[src/rtl/urv_csr_mbx.sv]
// urv_csr_mbx: CSR read/write unit with scratch registers, counters and
// a host<->core debug mailbox (two FIFOs plus status register).
module urv_csr_mbx #(
   parameter int g_counter_width = 40,
   parameter int g_num_scratch   = 1,
   parameter int g_mbx_depth     = 4,
   parameter int g_with_hw_debug = 1
) (
   input  logic                       clk_i,
   input  logic                       rst_n_i,
   input  logic                       x_stall_i,
   input  logic                       x_kill_i,
   input  logic                       d_is_csr_i,
   input  logic [2:0]                 d_fun_i,
   input  logic [4:0]                 d_csr_imm_i,
   input  logic [11:0]                d_csr_sel_i,
   input  logic [31:0]                d_rs1_i,
   output logic [31:0]                x_rd_o,
   output logic [31:0]                x_csr_write_value_o,
   input  logic [g_counter_width-1:0] csr_time_i,
   input  logic [g_counter_width-1:0] csr_cycles_i,
   input  logic [31:0]                csr_mstatus_i,
   input  logic [31:0]                csr_mip_i,
   input  logic [31:0]                csr_mie_i,
   input  logic [31:0]                csr_mepc_i,
   input  logic [31:0]                csr_mcause_i,
   input  logic [31:0]                dbg_h2c_data_i,
   input  logic                       dbg_h2c_valid_i,
   output logic                       dbg_h2c_ready_o,
   output logic [31:0]                dbg_c2h_data_o,
   output logic                       dbg_c2h_valid_o,
   input  logic                       dbg_c2h_ready_i,
   output logic                       mbx_irq_o
);
   localparam int PW = $clog2(g_mbx_depth);
   localparam int LW = PW + 1;
   localparam logic [11:0] CSR_MSTATUS = 12'h300, CSR_MIE = 12'h304, CSR_MSCRATCH = 12'h340,
      CSR_MEPC = 12'h341, CSR_MCAUSE = 12'h342, CSR_MIP = 12'h344, CSR_CYCLESL = 12'hC00,
      CSR_TIMEL = 12'hC01, CSR_CYCLESH = 12'hC80, CSR_TIMEH = 12'hC81, CSR_DBGMBX = 12'h7D0,
      CSR_MBXSTAT = 12'h7C8;

   logic        w_commit;
   logic [31:0] w_rd, w_opnd, w_wval, w_h2c_head, w_mbxstat;
   logic [1:0]  w_scr_idx;
   logic        w_scr_hit;
   logic [31:0] r_scratch [4];

   assign w_commit            = d_is_csr_i & ~x_stall_i & ~x_kill_i;
   assign w_opnd              = d_fun_i[2] ? {27'b0, d_csr_imm_i} : d_rs1_i;
   assign w_wval              = (d_fun_i[1:0] == 2'b01) ? w_opnd :
                                (d_fun_i[1:0] == 2'b10) ? (w_rd | w_opnd) : (w_rd & ~w_opnd);
   assign x_rd_o              = w_rd;
   assign x_csr_write_value_o = w_wval;
   // MSCRATCH is slot 0; SCRATCH1..3 map their low address bits onto slots 1..3
   assign w_scr_idx = (d_csr_sel_i == CSR_MSCRATCH) ? 2'd0 : d_csr_sel_i[1:0];
   assign w_scr_hit = ((d_csr_sel_i == CSR_MSCRATCH) ||
                       (d_csr_sel_i >= 12'h7C1 && d_csr_sel_i <= 12'h7C3)) &&
                      (int'(w_scr_idx) < g_num_scratch);

   always_comb begin
      w_rd = '0;
      case (d_csr_sel_i)
         CSR_CYCLESL: w_rd = csr_cycles_i[31:0];
         CSR_CYCLESH: w_rd = 32'(csr_cycles_i[g_counter_width-1:32]);
         CSR_TIMEL:   w_rd = csr_time_i[31:0];
         CSR_TIMEH:   w_rd = 32'(csr_time_i[g_counter_width-1:32]);
         CSR_MEPC:    w_rd = csr_mepc_i;
         CSR_MSTATUS: w_rd = csr_mstatus_i;
         CSR_MCAUSE:  w_rd = csr_mcause_i;
         CSR_MIP:     w_rd = csr_mip_i;
         CSR_MIE:     w_rd = csr_mie_i;
         CSR_DBGMBX:  w_rd = w_h2c_head;
         CSR_MBXSTAT: w_rd = w_mbxstat;
         default:     w_rd = w_scr_hit ? r_scratch[w_scr_idx] : '0;
      endcase
   end

   always_ff @(posedge clk_i or negedge rst_n_i)
      if (!rst_n_i)
         for (int k = 0; k < 4; k++) r_scratch[k] <= '0;
      else if (w_commit && w_scr_hit)
         r_scratch[w_scr_idx] <= w_wval;

   if (g_with_hw_debug != 0) begin : g_mbx
      logic [31:0]   r_h2c_mem [g_mbx_depth];
      logic [31:0]   r_c2h_mem [g_mbx_depth];
      logic [PW-1:0] r_h2c_rp, r_h2c_wp, r_c2h_rp, r_c2h_wp;
      logic [LW-1:0] r_h2c_lvl, r_c2h_lvl;
      logic          r_ovf, r_irq;
      logic          w_acc, w_h2c_full, w_h2c_empty, w_c2h_full, w_c2h_empty;
      logic          w_h2c_push, w_h2c_pop, w_c2h_push, w_c2h_drop, w_c2h_pop, w_ovf_clr;

      assign w_acc       = w_commit && d_csr_sel_i == CSR_DBGMBX;
      assign w_h2c_full  = r_h2c_lvl == LW'(g_mbx_depth);
      assign w_h2c_empty = r_h2c_lvl == '0;
      assign w_c2h_full  = r_c2h_lvl == LW'(g_mbx_depth);
      assign w_c2h_empty = r_c2h_lvl == '0;
      assign w_h2c_push  = dbg_h2c_valid_i & ~w_h2c_full;
      assign w_h2c_pop   = w_acc & ~w_h2c_empty;
      // fullness is judged on the pre-cycle level, so a same-cycle host pop cannot rescue the push
      assign w_c2h_push  = w_acc && d_fun_i[1:0] == 2'b01 && !w_c2h_full;
      assign w_c2h_drop  = w_acc && d_fun_i[1:0] == 2'b01 && w_c2h_full;
      assign w_c2h_pop   = ~w_c2h_empty & dbg_c2h_ready_i;
      assign w_ovf_clr   = w_commit && d_csr_sel_i == CSR_MBXSTAT && !w_wval[2];

      always_ff @(posedge clk_i) begin
         if (w_h2c_push) r_h2c_mem[r_h2c_wp] <= dbg_h2c_data_i;
         if (w_c2h_push) r_c2h_mem[r_c2h_wp] <= w_wval;
      end

      always_ff @(posedge clk_i or negedge rst_n_i)
         if (!rst_n_i) begin
            r_h2c_rp  <= '0;
            r_h2c_wp  <= '0;
            r_c2h_rp  <= '0;
            r_c2h_wp  <= '0;
            r_h2c_lvl <= '0;
            r_c2h_lvl <= '0;
            r_ovf     <= 1'b0;
            r_irq     <= 1'b0;
         end else begin
            if (w_h2c_push) r_h2c_wp <= r_h2c_wp + PW'(1);
            if (w_h2c_pop)  r_h2c_rp <= r_h2c_rp + PW'(1);
            if (w_c2h_push) r_c2h_wp <= r_c2h_wp + PW'(1);
            if (w_c2h_pop)  r_c2h_rp <= r_c2h_rp + PW'(1);
            r_h2c_lvl <= r_h2c_lvl + LW'(w_h2c_push) - LW'(w_h2c_pop);
            r_c2h_lvl <= r_c2h_lvl + LW'(w_c2h_push) - LW'(w_c2h_pop);
            r_ovf     <= w_c2h_drop ? 1'b1 : w_ovf_clr ? 1'b0 : r_ovf;
            r_irq     <= ~w_h2c_empty;
         end

      assign dbg_h2c_ready_o = ~w_h2c_full;
      assign dbg_c2h_valid_o = ~w_c2h_empty;
      assign dbg_c2h_data_o  = w_c2h_empty ? '0 : r_c2h_mem[r_c2h_rp];
      assign w_h2c_head      = w_h2c_empty ? '0 : r_h2c_mem[r_h2c_rp];
      assign w_mbxstat       = {8'b0, 8'(r_c2h_lvl), 8'(r_h2c_lvl), 5'b0, r_ovf, w_c2h_full, ~w_h2c_empty};
      assign mbx_irq_o       = r_irq;
   end else begin : g_no_mbx
      assign dbg_h2c_ready_o = 1'b0;
      assign dbg_c2h_valid_o = 1'b0;
      assign dbg_c2h_data_o  = '0;
      assign w_h2c_head      = '0;
      assign w_mbxstat       = '0;
      assign mbx_irq_o       = 1'b0;
   end
endmodule

[config.mk]
export PLATFORM = sky130hd
export DESIGN_NAME = urv_csr_mbx
export DESIGN_NICKNAME = d
export VERILOG_FILES = /design/src/rtl/urv_csr_mbx.sv
export SDC_FILE = /design/constraint.sdc
export NUM_CORES = 1
export LEC_CHECK = 0
export CAP_MARGIN = 10
export CORE_ASPECT_RATIO = 1.2
export CORE_UTILIZATION = 29
export CTS_CLUSTER_SIZE = 28
export DETAILED_ROUTE_END_ITERATION = 6
export PLACE_DENSITY_LB_ADDON = 0.15
export SKIP_LAST_GASP = 1
export SLEW_MARGIN = 25
export SYNTH_ARGS = -nofsm -noshare
export SYNTH_HDL_FRONTEND = slang
export SYNTH_SLANG_ARGS = --single-unit
[constraint.sdc]
create_clock -name clk_i -period 4.87 [get_ports clk_i]
set_input_delay 0.974 -clock clk_i [delete_from_list [all_inputs] [get_ports clk_i]]
set_output_delay 0.974 -clock clk_i [all_outputs]
set_load 0.03 [all_outputs]
Yosys cells after proc, flatten, opt, wreduce, memory -nomap -nowiden
Memories as Yosys holds them, arrays and structs flattened.
Index checks and enable logic that the tools add are counted.
{"block": "totals", "ff_bits": 144, "mem_bits_rw": 256, "input_bits": 331, "output_inout_bits": 99, "word_cells": 93, "n_memories": 2}
{"name": "g_mbx.r_c2h_mem", "words": 4, "width": 32, "rd": 1, "rd_ports_with_merged_regs": 0, "write_ports": 1, "line": "86", "text": "logic [31:0] r_c2h_mem [g_mbx_depth];"}
{"name": "g_mbx.r_h2c_mem", "words": 4, "width": 32, "rd": 1, "rd_ports_with_merged_regs": 0, "write_ports": 1, "line": "85", "text": "logic [31:0] r_h2c_mem [g_mbx_depth];"}
{"block": "classes", "addsub": 8, "n_lt_le_gt_ge": 5, "n_eq_ne": 16, "muxes": 20, "n_bitwise": 14, "n_reduce_logical": 16}
{"op": "32-bit case mux with 11 select lines", "count": 1}
{"op": "32-bit two-way mux", "count": 9}
{"op": "128-bit bitwise mux", "count": 1}
{"op": "12-bit by 10-bit equality test with 1-bit output (second input constant)", "count": 6}
{"op": "32-bit binary-select mux with 2-bit select", "count": 1}
{"op": "32-bit demux with 2-bit select", "count": 1}
{"op": "12-bit equality test (second input constant)", "count": 4}
{"op": "32-bit bitwise AND", "count": 1}
{"op": "32-bit NOT", "count": 1}
{"op": "32-bit bitwise OR", "count": 1}
{"op": "12-bit by 11-bit equality test with 1-bit output (second input constant)", "count": 2}
{"op": "12-bit by 11-bit >= comparator with 1-bit output (second input constant)", "count": 1}
{"op": "12-bit by 11-bit <= comparator with 1-bit output (second input constant)", "count": 1}
{"op": "1-bit logical AND", "count": 10}
{"op": "2-bit by 1-bit adder with 2-bit output (second input constant)", "count": 4}
{"op": "3-bit by 1-bit adder with 3-bit output", "count": 2}
{"op": "3-bit equality test (second input constant)", "count": 2}
{"op": "3-bit logical NOT", "count": 2}
{"op": "1-bit two-way mux", "count": 6}
{"op": "3-bit by 1-bit subtractor with 3-bit output", "count": 2}
{"op": "1-bit bitwise AND", "count": 5}
{"op": "1-bit NOT", "count": 5}
{"op": "3-bit >= comparator (second input constant)", "count": 1}
{"op": "3-bit by 1-bit less-than comparator with 1-bit output (second input constant)", "count": 1}
{"op": "8 further kinds", "count": 9}

Depth between registers and ports, before layout
Gate-level depths: netlist of run 1.
{"block": "depth", "word_depth": 15, "depth_mapped": 14, "mapped_depth_nobuf": 11}

Worst setup path before layout of run 1
OpenSTA, ideal clock, no wires.
{"block": "synth_path", "path_kind": "input-to-output", "from": "input d_csr_sel_i[4]", "to": "output x_csr_write_value_o[22]", "t_arrival_ns": 3.814, "required_time_ns": 3.896, "slack_ns": 0.082, "cell_stages": 8, "cell_sequence": "buf_2 > nor4b_1 > buf_2 > buf_2 > a22oi_1 > o2111ai_1 > mux2_2 > a21boi_0"}
{"block": "synth_via", "elab_chain_len": 11, "elab_cells_between_ends": 29, "cone_classes": "order compare: 3; eq/ne: 12; mux: 8; bitwise: 3; reduce/logical: 3"}
{"element": "from (decl)", "line": "16", "text": "input logic [11:0] d_csr_sel_i,"}
{"element": "12-bit by 10-bit equality test with 1-bit output", "line": "55, 56"}
{"element": "2-bit two-way mux", "line": "55", "text": "assign w_scr_idx = (d_csr_sel_i == CSR_MSCRATCH) ? 2'd0 : d_csr_sel_i[1:0];"}
{"element": "2-bit NOT with 3-bit output (not written as such)", "line": "74", "text": "default: w_rd = w_scr_hit ? r_scratch[w_scr_idx] : '0;"}
{"element": "32-bit binary-select mux with 2-bit select", "line": "74"}
{"element": "32-bit two-way mux (not written as such) (2 in series)", "line": "74"}
{"element": "32-bit two-way mux", "line": "74"}
{"element": "32-bit case mux with 11 select lines (*)", "line": "62", "text": "case (d_csr_sel_i)"}
{"element": "named net x_rd_o[22]", "line": "18", "text": "output logic [31:0] x_rd_o,"}
{"element": "32-bit bitwise AND or 32-bit bitwise OR (tied branches)", "line": "51", "text": "(d_fun_i[1:0] == 2'b10) ? (w_rd | w_opnd) : (w_rd & ~w_opnd);"}
{"element": "32-bit two-way mux (*)", "line": "51"}
{"element": "32-bit two-way mux (*)", "line": "50", "text": "assign w_wval = (d_fun_i[1:0] == 2'b01) ? w_opnd :"}
{"element": "to (decl)", "line": "19", "text": "output logic [31:0] x_csr_write_value_o,"}
Mark *: on every way through the listed nets, which the timed path passes. The rest lies on a longest branch. The select of a mux whose other input is x is not followed.

Worst setup path after layout of run 1
{"block": "layout_path", "from": "input d_csr_sel_i[4]", "to": "output x_csr_write_value_o[20]"}
{"block": "layout_via", "elab_chain_len": 11, "elab_cells_between_ends": 29, "cone_classes": "order compare: 3; eq/ne: 12; mux: 8; bitwise: 3; reduce/logical: 3"}
{"element": "12-bit by 10-bit equality test with 1-bit output", "line": "55, 56"}
{"element": "2-bit two-way mux", "line": "55"}
{"element": "2-bit NOT with 3-bit output (not written as such)", "line": "74"}
{"element": "32-bit binary-select mux with 2-bit select", "line": "74"}
{"element": "32-bit two-way mux (not written as such) (2 in series)", "line": "74"}
{"element": "32-bit two-way mux", "line": "74"}
{"element": "32-bit case mux with 11 select lines (*)", "line": "62"}
{"element": "32-bit bitwise AND or 32-bit bitwise OR (tied branches)", "line": "51"}
{"element": "32-bit two-way mux (*)", "line": "51"}
{"element": "32-bit two-way mux (*)", "line": "50"}
Every way passes the cells marked *; elsewhere a longest branch is shown, timed or not. The select of a mux whose other input is x is not followed.

==> flow_summary.yaml, run 1 <==
place:
  place.gp.congestion: 0.9144
  placement.io_buffers: 429
  place.detailed.hpwl_um: 56890
  pre_cts_slack_ps: -299.9
  placed_cells_incl_taps: 2623
final_layout:
  fill_cells: 5766
  design.final.nets: 2196
  final_cells: 2706
  util_after_layout_pct: 42.60
  proportion_of_layout_cells_with_a_drive_suffix_above_1_pct: 26.02
  area.growth.synth_to_final_pct: 45.13
floorplan:
  placementRows: 100
  die_ar_um2: 63950
  initial_standard_cell_utilization_of_the_core_pct: 29.35
  fp.dieW_um: 231.0
  core_um2: 62180
  design.portCount: 430
  dieHeight_um: 276.8
synth:
  synthesized_nets: 1707
  synth.distinct_cells: 79
  synth.most_common_cell: "edfxtp_1"
  ys_top_cells_by_count: "edfxtp_1 (256), dfrtp_1 (111), clkbuf_1 (107), mux2_2 (67), mux4_2 (64)"
  synth_top_area_share_pct: 42.12
  synth_cells: 1362
  synth-edff-count: 256
  largest_cells_by_area_after_synthesis: "edfxtp_1 (42%), dfrtp_1 (15%), mux4_2 (7.9%)"
  synth_area_leader_cell: "edfxtp_1"
  synth-seq-area-share_pct: 57.33
  post_synth.cell_area_avg_um2: 13.40
  synth-seq-cells: 367
  synthFlopType: "edfxtp_1"
  async_reset_ff_share_pct: 30.25
  ys.warnings.count: 0
  netlist_area_um2: 18250
routing:
  drt_first_pass_iters: 6
  drcViolationCount: 0
  drt_iter0_drc: 1177
  detailroute.via_count: 13970
  drt-wirelength-per-cell_um: 26.77
  totalWireLength_um: 72430
  via_per_inst: 5.163
  ant_nets: 0
critical_path:
  crit_slowest_cell: "or4b_1"
  worst_setup_path_end_kind: "output port"
  crit_path_cell_trace: "clkdlybuf4s50_1 > or4b_1 > buf_4 > nor3_1 > buf_4 > a21boi_1 > a2111o_1 > mux2_2 > a21boi_1 > buf_4 > buf_12"
  cp-start-kind: "primary input"
  path_max_fanout: 6
  cp_slowest_stage_delay_ps: 550
  crit_type: "in -> out"
  cell_repeated_most_along_the_worst_path: "buf_4"
  critPathRequiredTime_ps: 3900
  cp_data_arrival_time_ps: 3870
grt:
  grt_antenna_before_repair: 7
  grt_use_total_pct: 22.33
  grt_start_max_net_pins: 63
  grt_first_pass_wirelength_um: 102800
  overflow: 0
  grt_pass1_vias: 14302
sta:
  final.setup.worst_slack_ps: 27.80
  fin_worst_hold_slack_ps: 370.6
  finalCritPeriodShare_pct: 99.43
  timing_hold_violations_final: 0
  slew_viol_final: 0
  timing.final.setup_violations: 0
  timing_worst_slew_pin_value_ps: 1020
  timing.slew.headroom_pct: 31.98
  fin_skew_ps: 30.18
  final_period_minus_worst_setup_slack_ps: 4842
  clock.fmax_mhz: 206.5
  final.setup.tns_ps: 0
  unrepaired_setup_endpoints_after_global_routing: "true"
power:
  power_density_nw_per_um2: 362.8
  vdd_ir_drop_max_uv: 232.3
  p_leak_nw: 9.881
worst_hold_path:
  min-delay-path-class: "reg -> reg"
clocking:
  path_clk_slew_ps: 50
  cts-buffers-inserted: 41
  h-tree-depth: 2
  clock_tree_from_tritoncts: "built"
  ctsRootBufferMaster: "clkbuf_16"
  clk_latency_ps: 570
  tritoncts_num_sinks: 367
  clock_tree.buffer_depth: 3
status:
  run_status: "finished clean"
flow_run:
  max-cap-violations: 0
## metrics by stage
step | power, mW | instance area, um2
after floorplan | 5.172 | 18250
after global placement | 6.453 | 24990
after detailed placement | 6.486 | 24990
after CTS | 9.743 | 26440
after global routing | 9.974 | 26480
final | 9.609 | 26490
## flip-flops by register name (all words and copies together) (netlist names), 2 cells and up
signal / flops
g_mbx.r_h2c_lvl: 3
g_mbx.r_h2c_mem: 128
g_mbx.r_c2h_mem: 128
g_mbx.r_h2c_wp: 2
g_mbx.r_c2h_wp: 2
g_mbx.r_h2c_rp: 2
r_scratch: 95
g_mbx.r_c2h_lvl: 3
g_mbx.r_c2h_rp: 2
## cell type report
class                   instances  area, um2  area share [%]
diodes                          7      17.52         0.06613
clock buffers                  56       1124           4.242
clock inverters                19      279.0           1.053
inverters                      27      101.3          0.3826
multi-input cells             807       7169           27.07
flip-flops and latches        367      10470           39.52
well taps                     816       1021           3.854
repair buffers                607       6310           23.82
## layer usage
metal / track usage (%) / routed length (um) / share of wire [%] / up-vias
met5: 0 / 8 / 0.011 / -
met4: 5.128 / 1401 / 1.9 / 2
met3: 4.438 / 4445 / 6.1 / 99
met2: 37.18 / 35240 / 49 / 571
met1: 29.76 / 31340 / 43 / 7043
li1: - / - / - / 6255
## cell usage in the layout (no fill, tap or decap), types with 26 or more instances in the layout
cell type        count
nand2_1             54
clkbuf_16           42
a21oi_1             29
mux4_2              64
buf_12              70
clkdlybuf4s50_1    355
dfrtp_1            109
nor2_1              43
and2_1              38
a22oi_1             39
edfxtp_1           256
buf_4              173
a221oi_1            27
mux2_2              67
nand3_1             37
mux2i_1             29
xnor2_1             33
nor2b_1             26
inv_1               26
## report_power, final
part           switching (mW)  leakage [nW]  internal, mW
logic                    1.40          5.35          1.22
registers               0.115          3.86          3.64
clock network            1.29         0.665          1.95
## worst max-delay path, delay by kind of cell
kind,cells,cell delay (ps)
buffers and inverters,5,1200
AO/OA/AOI/OAI,3,710
multiplexers,1,190
AND/OR/NAND/NOR,2,770
## path summary, 6_finish.rpt
kind                                                     from                              end  slack (ps)  cells after the start
worst max-delay path                           d_csr_sel_i[4]          x_csr_write_value_o[20]          30                     11
worst min-delay path                r_scratch[17]$_DFFE_PN0P_        r_scratch[17]$_DFFE_PN0P_         370                      0
worst max register to register  g_mbx.r_h2c_rp[0]$_DFFE_PN0P_  g_mbx.r_c2h_mem[1][5]$_DFFE_PP_        1570                      7
worst min register to register      r_scratch[17]$_DFFE_PN0P_        r_scratch[17]$_DFFE_PN0P_         370                      0
max in group asynchronous                             rst_n_i    g_mbx.r_h2c_rp[0]$_DFFE_PN0P_        3160                      2
min in group asynchronous                             rst_n_i              mbx_irq_o$_DFF_PN0_         480                      1
## cell families after synthesis
kind of cell    Yosys count  synth area share [%]
flops                   367                 57.33
buf+inv                 188                 4.257
simple gates            319                 10.18
compound gates          271                 11.47
mux                     161                 13.70
fa+ha+maj                14                 1.042
xor+xnor                 42                 2.015
## timing repair
item	4_1_cts	5_1_grt
gates cloned	0	0
pin swaps	1	1
hold buffers	0	0
gates resized for setup	10	8
buffers inserted	1	0
setup endpoints to repair	20	11
Note: power is estimated with default switching activity, not from simulation.
==> inputs of run 2 (changes only) <==
- ABC_AREA: not set -> 0
==> results of run 2 <==
Same layout as run 1: the final DEF is identical, and so are final timing and power.
